===== src/rtl/lsu_ctrl.sv =====
// -----------------------------------------------------------------------------
// lsu_ctrl -- load/store unit between the core memory stage and a
// byte-addressable data memory.
//
// Accepts one load/store at a time over a valid/ready handshake. It checks
// funct3 legality, alignment and address range. Legal accesses are issued on
// the memory port, and a held response is returned with data, misalign and
// fault flags.
//
// Optional feature macro: LSU_MISALIGN_SPLIT_EN
//   defined   : misaligned legal accesses are broken into byte accesses (SPLIT)
//   undefined : misaligned legal accesses respond with o_resp_misalign=1
//
// Parameters:
//   MEM_BYTES       data memory size in bytes (range check)
// Ports:
//   i_clk, i_rst_n  clock, synchronous active-low reset
//   i_req_*         request channel (valid/ready, we, funct3, addr, wdata)
//   o_resp_*        response channel (valid/ready, rdata, misalign, fault)
//   o_mem_*         memory strobes, address, write data, size/sign
//   i_mem_rd_data   combinational memory read data
// -----------------------------------------------------------------------------
module lsu_ctrl #(
  parameter int unsigned MEM_BYTES = 4096
) (
  input  logic        i_clk,
  input  logic        i_rst_n,
  input  logic        i_req_valid,
  output logic        o_req_ready,
  input  logic        i_req_we,
  input  logic [2:0]  i_req_funct3,
  input  logic [31:0] i_req_addr,
  input  logic [31:0] i_req_wdata,
  output logic        o_resp_valid,
  input  logic        i_resp_ready,
  output logic [31:0] o_resp_rdata,
  output logic        o_resp_misalign,
  output logic        o_resp_fault,
  output logic        o_mem_wr_en,
  output logic        o_mem_rd_en,
  output logic [31:0] o_mem_addr,
  output logic [31:0] o_mem_wr_data,
  output logic [2:0]  o_mem_funct3,
  input  logic [31:0] i_mem_rd_data
);

`ifdef LSU_MISALIGN_SPLIT_EN
  typedef enum logic [1:0] {
    S_IDLE   = 2'd0,
    S_ACCESS = 2'd1,
    S_SPLIT  = 2'd2,
    S_RESP   = 2'd3
  } state_t;
`else
  typedef enum logic [1:0] {
    S_IDLE   = 2'd0,
    S_ACCESS = 2'd1,
    S_RESP   = 2'd3
  } state_t;
`endif

  // Access size in bytes from funct3[1:0].
  function automatic logic [2:0] size_of(input logic [2:0] f3);
    case (f3[1:0])
      2'b00:   size_of = 3'd1;
      2'b01:   size_of = 3'd2;
      2'b10:   size_of = 3'd4;
      default: size_of = 3'd4;
    endcase
  endfunction

  // RV32I legality: loads LB/LH/LW/LBU/LHU, stores SB/SH/SW.
  function automatic logic funct3_legal(input logic we, input logic [2:0] f3);
    if (we) begin
      funct3_legal = (f3 == 3'b000) || (f3 == 3'b001) || (f3 == 3'b010);
    end else begin
      funct3_legal = (f3 == 3'b000) || (f3 == 3'b001) || (f3 == 3'b010) ||
                     (f3 == 3'b100) || (f3 == 3'b101);
    end
  endfunction

`ifdef LSU_MISALIGN_SPLIT_EN
  // Final extension of a byte-assembled load (only half/word can be split).
  function automatic logic [31:0] extend_split(input logic [2:0] f3, input logic [31:0] d);
    case (f3)
      3'b001:  extend_split = {{16{d[15]}}, d[15:0]};
      3'b101:  extend_split = {16'h0000, d[15:0]};
      3'b010:  extend_split = d;
      default: extend_split = d;
    endcase
  endfunction
`endif

  state_t      r_state;
  state_t      w_next_state;
  logic        r_we;
  logic [2:0]  r_funct3;
  logic [31:0] r_addr;
  logic [31:0] r_wdata;
  logic [31:0] r_rdata;
  logic        r_misalign;
  logic        r_fault;

  logic [2:0]  w_size;
  logic        w_legal;
  logic        w_unaligned;
  logic [32:0] w_end;
  logic        w_oor;
  logic        w_fault;
  logic        w_misalign;

  logic        w_mem_wr_en;
  logic        w_mem_rd_en;
  logic [31:0] w_mem_addr;
  logic [31:0] w_mem_wr_data;
  logic [2:0]  w_mem_funct3;

`ifdef LSU_MISALIGN_SPLIT_EN
  logic [1:0]  r_cnt;
  logic [2:0]  r_size;
  logic        w_go_split;
  logic        w_split_last;
  logic [31:0] w_split_buf;
  logic [31:0] w_split_data;
`endif

  // Request classification on the live request inputs.
  assign w_size      = size_of(i_req_funct3);
  assign w_legal     = funct3_legal(i_req_we, i_req_funct3);
  assign w_unaligned = ((w_size == 3'd2) && i_req_addr[0]) ||
                       ((w_size == 3'd4) && (i_req_addr[1:0] != 2'b00));
  // Last byte address, 33 bits wide so a wrap past 2^32 is out of range.
  assign w_end       = {1'b0, i_req_addr} + {30'd0, w_size} - 33'd1;
  assign w_oor       = (w_end >= 33'(MEM_BYTES));

`ifdef LSU_MISALIGN_SPLIT_EN
  assign w_fault      = !w_legal || w_oor;
  assign w_misalign   = 1'b0;
  assign w_go_split   = w_legal && !w_oor && w_unaligned;
  assign w_split_last = ({1'b0, r_cnt} == (r_size - 3'd1));
`else
  // Misalignment outranks the range check when splitting is not built.
  assign w_fault    = !w_legal || (!w_unaligned && w_oor);
  assign w_misalign = w_legal && w_unaligned;
`endif

  // Next state and memory-port drive decoded from the current state.
  always_comb begin
    w_next_state  = r_state;
    w_mem_wr_en   = 1'b0;
    w_mem_rd_en   = 1'b0;
    w_mem_addr    = 32'h0000_0000;
    w_mem_wr_data = 32'h0000_0000;
    w_mem_funct3  = 3'b000;
    case (r_state)
      S_IDLE: begin
        if (i_req_valid) begin
          if (w_fault || w_misalign) begin
            w_next_state = S_RESP;
`ifdef LSU_MISALIGN_SPLIT_EN
          end else if (w_go_split) begin
            w_next_state = S_SPLIT;
`endif
          end else begin
            w_next_state = S_ACCESS;
          end
        end else begin
          w_next_state = S_IDLE;
        end
      end
      S_ACCESS: begin
        w_mem_wr_en   = r_we;
        w_mem_rd_en   = !r_we;
        w_mem_addr    = r_addr;
        w_mem_wr_data = r_wdata;
        w_mem_funct3  = r_funct3;
        w_next_state  = S_RESP;
      end
`ifdef LSU_MISALIGN_SPLIT_EN
      S_SPLIT: begin
        // One byte per cycle at addr+cnt; LBU for loads, SB for stores.
        w_mem_wr_en   = r_we;
        w_mem_rd_en   = !r_we;
        w_mem_addr    = r_addr + {30'd0, r_cnt};
        w_mem_wr_data = {24'h000000, r_wdata[{r_cnt, 3'b000} +: 8]};
        w_mem_funct3  = r_we ? 3'b000 : 3'b100;
        if (w_split_last) begin
          w_next_state = S_RESP;
        end else begin
          w_next_state = S_SPLIT;
        end
      end
`endif
      S_RESP: begin
        if (i_resp_ready) begin
          w_next_state = S_IDLE;
        end else begin
          w_next_state = S_RESP;
        end
      end
      default: begin
        w_next_state = S_IDLE;
      end
    endcase
  end

`ifdef LSU_MISALIGN_SPLIT_EN
  // Merge the current byte into the load buffer; extend after the last byte.
  always_comb begin
    w_split_buf = r_rdata;
    w_split_buf[{r_cnt, 3'b000} +: 8] = i_mem_rd_data[7:0];
    if (w_split_last) begin
      w_split_data = extend_split(r_funct3, w_split_buf);
    end else begin
      w_split_data = w_split_buf;
    end
  end
`endif

  // State register.
  always_ff @(posedge i_clk) begin
    if (!i_rst_n) begin
      r_state <= S_IDLE;
    end else begin
      r_state <= w_next_state;
    end
  end

  // Request latch, load-data capture and response flags.
  always_ff @(posedge i_clk) begin
    if (!i_rst_n) begin
      r_we       <= 1'b0;
      r_funct3   <= 3'b000;
      r_addr     <= 32'h0000_0000;
      r_wdata    <= 32'h0000_0000;
      r_rdata    <= 32'h0000_0000;
      r_misalign <= 1'b0;
      r_fault    <= 1'b0;
`ifdef LSU_MISALIGN_SPLIT_EN
      r_cnt      <= 2'd0;
      r_size     <= 3'd0;
`endif
    end else begin
      case (r_state)
        S_IDLE: begin
          if (i_req_valid) begin
            r_we       <= i_req_we;
            r_funct3   <= i_req_funct3;
            r_addr     <= i_req_addr;
            r_wdata    <= i_req_wdata;
            r_rdata    <= 32'h0000_0000;
            r_misalign <= w_misalign;
            r_fault    <= w_fault;
`ifdef LSU_MISALIGN_SPLIT_EN
            r_cnt      <= 2'd0;
            r_size     <= w_size;
`endif
          end
        end
        S_ACCESS: begin
          // Memory already extended the load; stores keep rdata at 0.
          if (!r_we) begin
            r_rdata <= i_mem_rd_data;
          end
        end
`ifdef LSU_MISALIGN_SPLIT_EN
        S_SPLIT: begin
          if (!r_we) begin
            r_rdata <= w_split_data;
          end
          r_cnt <= r_cnt + 2'd1;
        end
`endif
        default: begin
        end
      endcase
    end
  end

  assign o_req_ready     = i_rst_n && (r_state == S_IDLE);
  assign o_resp_valid    = (r_state == S_RESP);
  assign o_resp_rdata    = r_rdata;
  assign o_resp_misalign = r_misalign;
  assign o_resp_fault    = r_fault;
  assign o_mem_wr_en     = w_mem_wr_en;
  assign o_mem_rd_en     = w_mem_rd_en;
  assign o_mem_addr      = w_mem_addr;
  assign o_mem_wr_data   = w_mem_wr_data;
  assign o_mem_funct3    = w_mem_funct3;

endmodule


===== config.mk =====
export PLATFORM = sky130hd
export DESIGN_NAME = lsu_ctrl
export DESIGN_NICKNAME = d
export VERILOG_FILES = /design/src/rtl/lsu_ctrl.sv
export SDC_FILE = /design/constraint.sdc
export NUM_CORES = 1
export LEC_CHECK = 0
export ABC_AREA = 1
export CAP_MARGIN = 20
export CORE_ASPECT_RATIO = 0.9
export CORE_MARGIN = 5
export CORE_UTILIZATION = 31
export DETAILED_ROUTE_END_ITERATION = 7
export HOLD_SLACK_MARGIN = 0.15
export PLACE_DENSITY_LB_ADDON = 0.15
export SLEW_MARGIN = 0
export SYNTH_ARGS = -nofsm -noshare
export SYNTH_HDL_FRONTEND = slang
export SYNTH_SLANG_ARGS = --single-unit

===== constraint.sdc =====
create_clock -name i_clk -period 3.5 [get_ports i_clk]
set_clock_uncertainty 0.05 [all_clocks]
set_input_delay 0.7 -clock i_clk [delete_from_list [all_inputs] [get_ports i_clk]]
set_output_delay 0.7 -clock i_clk [all_outputs]
set_load 0.03 [all_outputs]

==> summary.txt <==
Routing
  • Routed WL per cell: roughly 14 µm
  • Vias/cell: 4.521
  • Routed Antenna Nets: 0
  • DRC Markers: 0
  • Router iterations before antenna repair: 5
  • Overall via count from detail_route: 7284
  • Initial DRC count: 422
  • Total Routed Length: 22.67 mm

Clock network
  • Clock transition at path regs: around 0.07 ns
  • Clk buf depth: 2
  • CTS H-tree lvls: 3
  • Number of clock sinks: ~100
  • Clk root buf: clkbuf_16
  • CTS Buf Count: 9
  • CTS tree: built
  • Postcts setup bufs: 0
  • Clk_lat worst skew: approximately 0.34 ns
  • Post-CTS Hold Buffers: 0

Worst setup path
  • Critical Path Stages: 18
  • Worst path max stage delay: 0.48 ns
  • Arr. time, crit path: 3.35 ns
  • Top cell by count, worst path: nand2_1
  • Worst path bufs/invs: 3
  • Worst Setup End Kind: flip-flop
  • WP data required: 3.67 ns
  • Max stage delay cell, worst path: clkdlybuf4s50_1
  • CP delay by family, top: simple AND/OR/NAND/NOR gates
  • Crit-path cells: clkdlybuf4s50_1 > inv_1 > ha_1 > inv_1 > ha_1 > nand2_1 > nand2_1 > nand3_2 > nand2_1 > nand2_1 > nand2_2 > nand2_2 > o211ai_1 > nand2_1 > nor2_1 > nand3_2 > o21bai_2 > a21oi_1
  • Crit Path Max Fanout: 4
  • R2R cell count: 8
  • Critical path class: primary input to flip-flop
  • CP Launch Type: primary input

Global route
  • Total GRT Usage: 0.1787
  • Vias in the first global route: 6828
  • Pin count of the biggest net entering global routing: between 80 and 90
  • Grt ovf: 0
  • First-pass GRT wire length: 35.71 mm
  • Initial antenna violation count: 1

Place
  • RePlAce Congestion: 0.8648
  • Dpl cell area: 0.009286 mm²
  • Detailed Place HPWL: 17.87 mm
  • Setup slack at placement: -0.2875 ns
  • Port Buf Inserts: roughly 210

Finish
  • Design area: 0.009615 mm²
  • P&R area growth vs syn: 43.59%
  • Antenna fix cells: 0
  • Util after Layout: 0.4485
  • Ratio of cells with drive above 1 in the final layout: 0.07424
  • Layout Nets: between 1000 and 1500

Timing
  • Fin worst setup slack: about 0.32 ns
  • Fmax: 314.2 MHz
  • Period utilization: 0.9093
  • RSZ-0062 raised after global routing: no
  • Fin Hold WS: 0.4035 ns
  • Slew @ Worst Pin: 0.6218 ns
  • Final-report hold violation count: 0
  • Fin. max-slew vios: 0
  • Final count of negative-setup-slack endpoints: 0
  • Relative slew margins: 0.5855
  • Min cycle time layout: 3.183 ns

Power
  • Net switching power: 1285 µW
  • Total power draw: 3568 µW
  • Peak VDD IR: about 0.22 mV
  • Sequential share of power: 0.373
  • Pwr dens: ~370 mW/mm²
  • Switching share of power: 0.3601
  • Share of total power in combinational logic: 0.348
  • Lkg Pwr: 0.004361 µW
  • Clock power share: 0.279
  • Int Pwr: ~2300 µW

Worst hold path
  • Hold crit path type: flip-flop to flip-flop
  • Hold path cells: 2

Synth
  • EDFF count, synth: 0
  • Synthesized area: 0.006696 mm²
  • Largest cells by area after synthesis: dfxtp_1 (31%), nand2_1 (14%), inv_1 (11%), a21oi_1 (9.6%), nor2_1 (7.1%)
  • Synth warn: 0
  • Seq/Total Area, Yosys: 0.3109
  • Most frequent cell after synthesis: nand2_1
  • Ys flop type: dfxtp_1
  • Top cell type's share of synthesized area: 0.3109
  • Syn nets: 1240
  • Post-Syn Instances: 1101
  • Avg Inst Size Synth: 6.082 µm²
  • Async S/R FF share, synth: 0
  • Area leader, netlist: dfxtp_1
  • List of most frequent post-synthesis cells: nand2_1 (241), inv_1 (203), a21oi_1 (129), nor2_1 (127), dfxtp_1 (104)
  • Cell variety after synth: 33
  • Synthesized flop and latch total: 104

Floorplan
  • Core area: 0.02144 mm²
  • DIE HEIGHT: 149.4 µm
  • Initial Util: 0.3123
  • Die X: approximately 160 µm
  • # rows: 51
  • IO Count: around 210
  • Die Area: 0.02464 mm²

Job
  • Max-cap viol count: 0

Status
  • Status: completed
## tightest hold or removal path, delay by kind of cell (launching register included)
family / cells / cell delay, ns
AO/OA/AOI/OAI: 1 / 0.05
buffers and inverters: 1 / 0.06
flip-flops: 1 / 0.30
## cell usage in the layout (no fill, tap or decap), types with 4 or more instances in the layout
cell type        instances
nand3_2                  6
nand2_1                240
a21oi_1                129
nand3_1                 77
clkdlybuf4s50_1        202
nor2_1                 123
nand3b_1                 4
nor2_2                  11
nand2_2                 12
ha_1                    33
inv_1                  201
buf_4                   35
inv_2                    6
clkbuf_16                9
o21ai_0                 76
nand4_1                  6
dlymetal6s2s_1           4
o21bai_1                 4
dfxtp_1                104
nor3_1                   9
## cell type report
| class | instances | area (µm²) |
|---|---|---|
| fill | 2344 | 11830 |
| tap | 291 | 364.1 |
| sequential | 104 | 2082 |
| timing repair buffer | 244 | 2380 |
| clock buffer | 9 | 225.2 |
| inverter | 208 | 780.7 |
| clock inverter | 7 | 66.31 |
| multi-input combinational | 748 | 3717 |
## metal layers
metal  routed length (µm)  global-route usage  vias up
met4                  250             0.02994        2
li1                     -                   -     3878
met5                   13                   0        -
met3                 1472             0.04214       15
met1                11160              0.2471     3229
met2                 9765              0.2887      160
## through the flow
step                      TNS, ns  std cells
final                           0       1611
after global placement    -0.4894       1595
after global routing            0       1611
after floorplan                 0       1101
after detailed placement  -0.5738       1595
after CTS                       0       1611
## cells by family (layout without fill, tap and decap cells)
family	count (synthesis)	count (layout)	share of synthesized area
simple gates	493	493	0.3107
buf+inv	249	468	0.1396
compound gates	220	220	0.1723
flops	104	104	0.3109
fa+ha+maj	35	35	0.06652
## power groups by stage
stage	registers (µW)	logic, µW	clock network (µW)
3_3_place_gp	1360	1230	0
5_1_grt	1340	1390	1090
3_5_place_dp	1360	1240	0
4_1_cts	1330	1250	1040
2_1_floorplan	1400	715	0
6_report	1330	1240	995
## flip-flops by register name, indices dropped and copies added (netlist names)
name	cells
o_resp_fault	1
o_resp_misalign	1
o_resp_rdata	32
r_addr	32
r_funct3	3
r_state	2
r_wdata	32
r_we	1
## what timing repair did
item	in CTS	in global routing
hold endpoints to repair	0	0
resized for setup	0	14
setup endpoints to repair	0	2
## worst paths after layout
path | startpoint | to | slack [ns]
worst max-delay path | i_req_addr[2] | o_resp_fault | 0.32
worst min-delay path | r_addr[29] | r_addr[29] | 0.40
worst max register to register | r_state[1] | o_resp_rdata[30] | 1.52
worst min register to register | r_addr[29] | r_addr[29] | 0.40
(Power assumes the default switching activity.)
